===== src/rtl/switch_mcu_wb_regfile.sv =====
// 31x32 register file for the multi-cycle MCU core: operand read at step 0,
// prioritised four-source writeback at step 2, with retire pulse, write counter and conflict flag.
module switch_mcu_wb_regfile (
  input  logic        in_clk,
  input  logic        in_rst,
  input  logic [3:0]  in_cycle_cnt,
  input  logic [4:0]  in_rs1,
  input  logic [4:0]  in_rs2,
  input  logic [4:0]  in_auipc_waddr,
  input  logic [4:0]  in_lui_waddr,
  input  logic [4:0]  in_alu_waddr,
  input  logic [4:0]  in_load_waddr,
  input  logic        in_auipc_wen,
  input  logic        in_lui_wen,
  input  logic        in_alu_wen,
  input  logic        in_load_wen,
  input  logic [31:0] in_auipc_wdata,
  input  logic [31:0] in_lui_wdata,
  input  logic [31:0] in_alu_wdata,
  input  logic [31:0] in_load_wdata,
  output logic [31:0] out_rs1_data,
  output logic [31:0] out_rs2_data,
  output logic        out_retire,
  output logic        out_wb_conflict,
  output logic [15:0] out_wb_cnt
);

  logic [31:0] regs_r [1:31];
  logic [31:0] rs1_data_r, rs2_data_r;
  logic        retire_r, conflict_r;
  logic [15:0] wb_cnt_r;

  logic        read_step_s, wb_step_s, any_wen_s, multi_wen_s;
  logic [2:0]  wen_cnt_s;
  logic [4:0]  win_addr_s;
  logic [31:0] win_data_s;

  // x0 has no storage and reads as zero
  function automatic logic [31:0] read_reg(input logic [4:0] idx);
    if (idx == 5'd0) begin
      return 32'd0;
    end else begin
      return regs_r[idx];
    end
  endfunction

  // Step decode and fixed-priority writeback source selection
  always_comb begin
    read_step_s = (in_cycle_cnt == 4'd0);
    wb_step_s   = (in_cycle_cnt == 4'd2);
    wen_cnt_s   = {2'b00, in_load_wen} + {2'b00, in_alu_wen}
                + {2'b00, in_lui_wen} + {2'b00, in_auipc_wen};
    any_wen_s   = (wen_cnt_s != 3'd0);
    multi_wen_s = (wen_cnt_s >= 3'd2);
    win_addr_s  = 5'd0;
    win_data_s  = 32'd0;
    if (in_load_wen) begin
      win_addr_s = in_load_waddr;
      win_data_s = in_load_wdata;
    end else if (in_alu_wen) begin
      win_addr_s = in_alu_waddr;
      win_data_s = in_alu_wdata;
    end else if (in_lui_wen) begin
      win_addr_s = in_lui_waddr;
      win_data_s = in_lui_wdata;
    end else if (in_auipc_wen) begin
      win_addr_s = in_auipc_waddr;
      win_data_s = in_auipc_wdata;
    end else begin
      win_addr_s = 5'd0;
      win_data_s = 32'd0;
    end
  end

  // Register array, operand latches and writeback status
  always_ff @(posedge in_clk) begin
    if (!in_rst) begin
      for (int i = 1; i < 32; i++) begin
        regs_r[i] <= 32'd0;
      end
      rs1_data_r <= 32'd0;
      rs2_data_r <= 32'd0;
      retire_r   <= 1'b0;
      conflict_r <= 1'b0;
      wb_cnt_r   <= 16'd0;
    end else begin
      retire_r <= wb_step_s && any_wen_s;
      if (read_step_s) begin
        rs1_data_r <= read_reg(in_rs1);
        rs2_data_r <= read_reg(in_rs2);
      end
      if (wb_step_s && any_wen_s) begin
        if (multi_wen_s) begin
          conflict_r <= 1'b1;
        end
        // a winner addressing x0 retires but neither writes nor counts
        if (win_addr_s != 5'd0) begin
          regs_r[win_addr_s] <= win_data_s;
          wb_cnt_r           <= wb_cnt_r + 16'd1;
        end
      end
    end
  end

  assign out_rs1_data    = rs1_data_r;
  assign out_rs2_data    = rs2_data_r;
  assign out_retire      = retire_r;
  assign out_wb_conflict = conflict_r;
  assign out_wb_cnt      = wb_cnt_r;

endmodule


===== config.mk =====
export PLATFORM = sky130hd
export DESIGN_NAME = switch_mcu_wb_regfile
export DESIGN_NICKNAME = d
export VERILOG_FILES = /design/src/rtl/switch_mcu_wb_regfile.sv
export SDC_FILE = /design/constraint.sdc
export NUM_CORES = 2
export LEC_CHECK = 0
export ABC_CLOCK_PERIOD_IN_PS = 9460
export CORE_UTILIZATION = 30
export CTS_CLUSTER_DIAMETER = 40
export DETAILED_ROUTE_END_ITERATION = 8
export PLACE_DENSITY = 0.52
export SKIP_LAST_GASP = 1
export SLEW_MARGIN = 40
export SYNTH_ARGS = -nofsm -noshare
export SYNTH_HDL_FRONTEND = slang
export SYNTH_SLANG_ARGS = --single-unit

===== constraint.sdc =====
create_clock -name in_clk -period 9.46 [get_ports in_clk]
set_input_delay 0.946 -clock in_clk [delete_from_list [all_inputs] [get_ports in_clk]]
set_output_delay 0.946 -clock in_clk [all_outputs]
set_load 0.02 [all_outputs]

==> impl_metrics.prom <==
# TYPE chip_impl_metric gauge
chip_impl_info{name="clock_tree_from_tritoncts",value="done"} 1
chip_impl_metric{name="fraction_of_layout_instances_using_a_drive_strength_above_1",unit="%"} 22.4
chip_impl_info{name="cts-root-buf",value="clkbuf_16"} 1
chip_impl_metric{name="max_slew_margin",unit="%"} 38.1
chip_impl_metric{name="num_rows",unit=""} 157
chip_impl_metric{name="clock_sinks",unit=""} 1106
chip_impl_metric{name="final_max_slew_viol_count",unit=""} 0
chip_impl_info{name="netlist_top_cells_area",value="edfxtp_1 (55%), mux4_2 (16%), nor2_1 (6.9%)"} 1
chip_impl_metric{name="routed_wire_length_per_instance",unit="um"} 30.9
chip_impl_metric{name="finalWeightedCongestion",unit=""} 0.851
chip_impl_metric{name="globalRouteTotalUtil",unit="%"} 22.5
chip_impl_metric{name="die_area",unit="um^2"} 187000
chip_impl_metric{name="cpPeakStageDelay",unit="ns"} 0.79
chip_impl_metric{name="clock_tree.buffer_depth",unit=""} 3
chip_impl_metric{name="dieWidth",unit="um"} 432
chip_impl_metric{name="drc",unit=""} 0
chip_impl_metric{name="finalCriticalPeriod",unit="ns"} 5.38
chip_impl_metric{name="area.growth.synth_to_final",unit="%"} 21.0
chip_impl_metric{name="worstSkewPairLatency",unit="ns"} 0.80
chip_impl_metric{name="placedCellCount",unit=""} 6556
chip_impl_metric{name="power_density",unit="nW/um^2"} 206
chip_impl_metric{name="post-layout-total-power",unit="mW"} 13.8
chip_impl_info{name="critPathCaptureType",value="flop"} 1
chip_impl_info{name="min-delay-path-class",value="flop to flop"} 1
chip_impl_info{name="critical_path.cell_chain",value="clkdlybuf4s50_1 -> buf_4 -> inv_1 -> fa_1 -> inv_1 -> ha_1 -> inv_1 -> ha_1 -> or3_1 -> nand3_1 -> nor4_4 -> nand4_1 -> nand2_2 -> buf_4"} 1
chip_impl_metric{name="cp.arrival",unit="ns"} 5.80
chip_impl_metric{name="hpwlAfterDp",unit="um"} 134000
chip_impl_info{name="netlist.top_cell.by_area",value="edfxtp_1"} 1
chip_impl_metric{name="post_layout_nonfiller_instances",unit=""} 6893
chip_impl_metric{name="holdBufCountCts",unit=""} 0
chip_impl_metric{name="clock.fmax",unit="MHz"} 186
chip_impl_metric{name="timing_hold_violations_final",unit=""} 0
chip_impl_info{name="yosys_most_used_dff",value="edfxtp_1"} 1
chip_impl_metric{name="netlist_instances",unit=""} 4127
chip_impl_info{name="final_common_cell",value="edfxtp_1"} 1
chip_impl_metric{name="synth_cell_type_count",unit=""} 59
chip_impl_metric{name="drt_first_pass_iters",unit=""} 6
chip_impl_metric{name="postSynth.asyncResetShare",unit="%"} 0
chip_impl_info{name="critical_path.slowest_cell",value="nand4_1"} 1
chip_impl_info{name="critPathLaunchType",value="input pin"} 1
chip_impl_metric{name="critical_path_required",unit="ns"} 9.88
chip_impl_metric{name="number_of_global_route_vias_before_repair",unit=""} 38800
chip_impl_metric{name="final_min_period_over_clock_period",unit="%"} 56.9
chip_impl_metric{name="fp.dieH",unit="um"} 432
chip_impl_metric{name="top_level_ports",unit=""} 250
chip_impl_metric{name="crit_path_max_fanout",unit=""} 41
chip_impl_metric{name="grt_start_max_net_pins",unit=""} 104
chip_impl_metric{name="fin_nets",unit=""} 4446
chip_impl_metric{name="cts_buffers",unit=""} 175
chip_impl_info{name="grt_setup_unrepaired",value="no"} 1
chip_impl_metric{name="synthesis.yosys.warnings",unit=""} 0
chip_impl_metric{name="drt.antenna.violating_nets",unit=""} 0
chip_impl_metric{name="post_cts_resize_count",unit=""} 0
chip_impl_info{name="run_status",value="completed"} 1
chip_impl_info{name="most-common-layout-cells",value="edfxtp_1 (1024), nor2_1 (1012), mux4_2 (404)"} 1
chip_impl_metric{name="leakagePower",unit="nW"} 23.2
chip_impl_metric{name="mappedNetlistArea",unit="um^2"} 55400
chip_impl_metric{name="start_util",unit="%"} 30.3
chip_impl_metric{name="total_global_routing_overflow",unit=""} 0
chip_impl_metric{name="synth_edf_count",unit=""} 1024
chip_impl_metric{name="core-area",unit="um^2"} 183000
chip_impl_metric{name="postLayoutSetupSlackWorst",unit="ns"} 4.08
chip_impl_metric{name="syn_avg_cell_area",unit="um^2"} 13.4
chip_impl_info{name="timing.critical_path.mode_cell",value="inv_1"} 1
chip_impl_metric{name="grt_antenna_before_repair",unit=""} 1
chip_impl_metric{name="setup-tns-final",unit="ns"} 0
chip_impl_metric{name="synth_top_cell_area_share",unit="%"} 55.5
chip_impl_metric{name="power.ir.vdd_worst",unit="mV"} 0.185
chip_impl_metric{name="detail_route.vias_per_cell",unit=""} 5.62
chip_impl_metric{name="synth_seq_area_share",unit="%"} 58.4
chip_impl_metric{name="buffer_ports.inserted",unit=""} 249
chip_impl_metric{name="worst-slew-pin-transition",unit="ns"} 0.928
chip_impl_metric{name="detailedRoute.firstIterationViolations",unit=""} 4480
chip_impl_metric{name="final_worst_hold_slack",unit="ns"} 0.470
chip_impl_metric{name="ctsHtreeMaxLevel",unit=""} 4
chip_impl_metric{name="route.final.wire_length",unit="um"} 213000
chip_impl_metric{name="max-cap-violations",unit=""} 0
chip_impl_metric{name="ys_ff_latch",unit=""} 1106
chip_impl_info{name="worst-setup-path-type",value="input pin to flop"} 1
chip_impl_metric{name="finClkSkew",unit="ns"} 0.0247
chip_impl_metric{name="placement.setup.worst_slack",unit="ns"} 2.91
chip_impl_metric{name="endpoints_failing_setup",unit=""} 0
chip_impl_metric{name="clkSlewWorstSetupHoldPaths",unit="ns"} 0.05
chip_impl_metric{name="cts_post_setup_buffers_inserted",unit=""} 0
chip_impl_metric{name="vias",unit=""} 38800
chip_impl_metric{name="grt_pass1_wl",unit="um"} 298000
-- layer usage --
layer	routed length [um]	part of all wire (%)	track usage, %
met4	13400	6.3	13.2
met1	81000	38	27.7
met5	0	0	0
met2	103000	49	37.3
met3	15300	7.2	3.63
-- per-stage QoR --
step / utilization (%) / cell area (um^2)
6_report: 36.6 / 67100
5_1_grt: 36.6 / 67100
4_1_cts: 36.5 / 67000
3_5_place_dp: 33.2 / 60900
3_3_place_gp: 33.1 / 60700
2_1_floorplan: - / 55600
-- Yosys cell counts (2+ instances only) --
cell,n
nand3_1,12
a31oi_1,6
buf_1,40
o22ai_1,88
nor3_2,2
nand2_1,144
a22oi_1,57
a221o_1,4
nor2_1,1016
o21a_1,2
a221oi_1,31
nand3b_1,7
and2_1,6
o22a_1,2
mux2i_1,271
nand2b_1,6
dfxtp_1,82
mux2_2,39
a211oi_2,2
nor3_1,34
buf_2,63
o31ai_1,23
a211oi_1,32
a21oi_1,157
a32o_1,32
mux4_2,404
edfxtp_1,1024
ha_1,4
o21ai_0,39
a221oi_2,2
and3_1,7
inv_1,42
xnor2_1,4
nor2b_1,38
nand4_1,7
clkbuf_1,320
o221ai_1,54
or3_1,3
-- worst paths after layout --
check,slack [ns],end,cells after the start,start
worst max-delay path,4.08,regs_r[16][4],14,in_lui_wen
worst min-delay path,0.47,out_wb_cnt[15],2,out_wb_cnt[15]
worst max register to register,7.30,out_rs2_data[21],5,regs_r[29][21]
worst min register to register,0.47,out_wb_cnt[15],2,out_wb_cnt[15]
-- kinds of logic after synthesis --
kind of cell / synth area share (%)
AO/OA/AOI/OAI: 6.71
XOR/XNOR: 0.0632
adder cells (fa/ha/maj): 0.126
buffers and inverters: 3.31
flip-flops: 58.4
multiplexers: 22.1
other: 0.00676
AND/OR/NAND/NOR: 9.27
-- layout make-up --
cell class / instances / area, um^2
diodes: 1 / 2.50
clock buffers: 204 / 4660
clock inverters: 128 / 1370
fillers: 17400 / 116000
inverters: 43 / 161
multi-input cells: 2585 / 21900
flip-flops and latches: 1106 / 32400
well taps: 2464 / 3080
repair buffers: 362 / 3520
-- state kept, by name, indices dropped and copies added, names as in the netlist --
name	flops
out_wb_conflict	1
out_wb_cnt	16
out_rs1_data	32
out_retire	1
out_rs2_data	32
regs_r	1024
-- critical path, delay by kind of cell --
kind / cells / cell delay, ns
adder cells (fa/ha/maj): 3 / 0.92
buffers and inverters: 6 / 1.65
AND/OR/NAND/NOR: 5 / 2.25
-- report_power, final --
part	total, mW	internal, mW	leakage, nW	switching, mW
sequential	5.73	5.59	10.4	0.145
clock	6.59	4.07	2.89	2.52
combinational	1.50	0.559	9.94	0.940
total	13.8	10.2	23.2	3.61
Note: power is estimated with default switching activity, not from simulation.
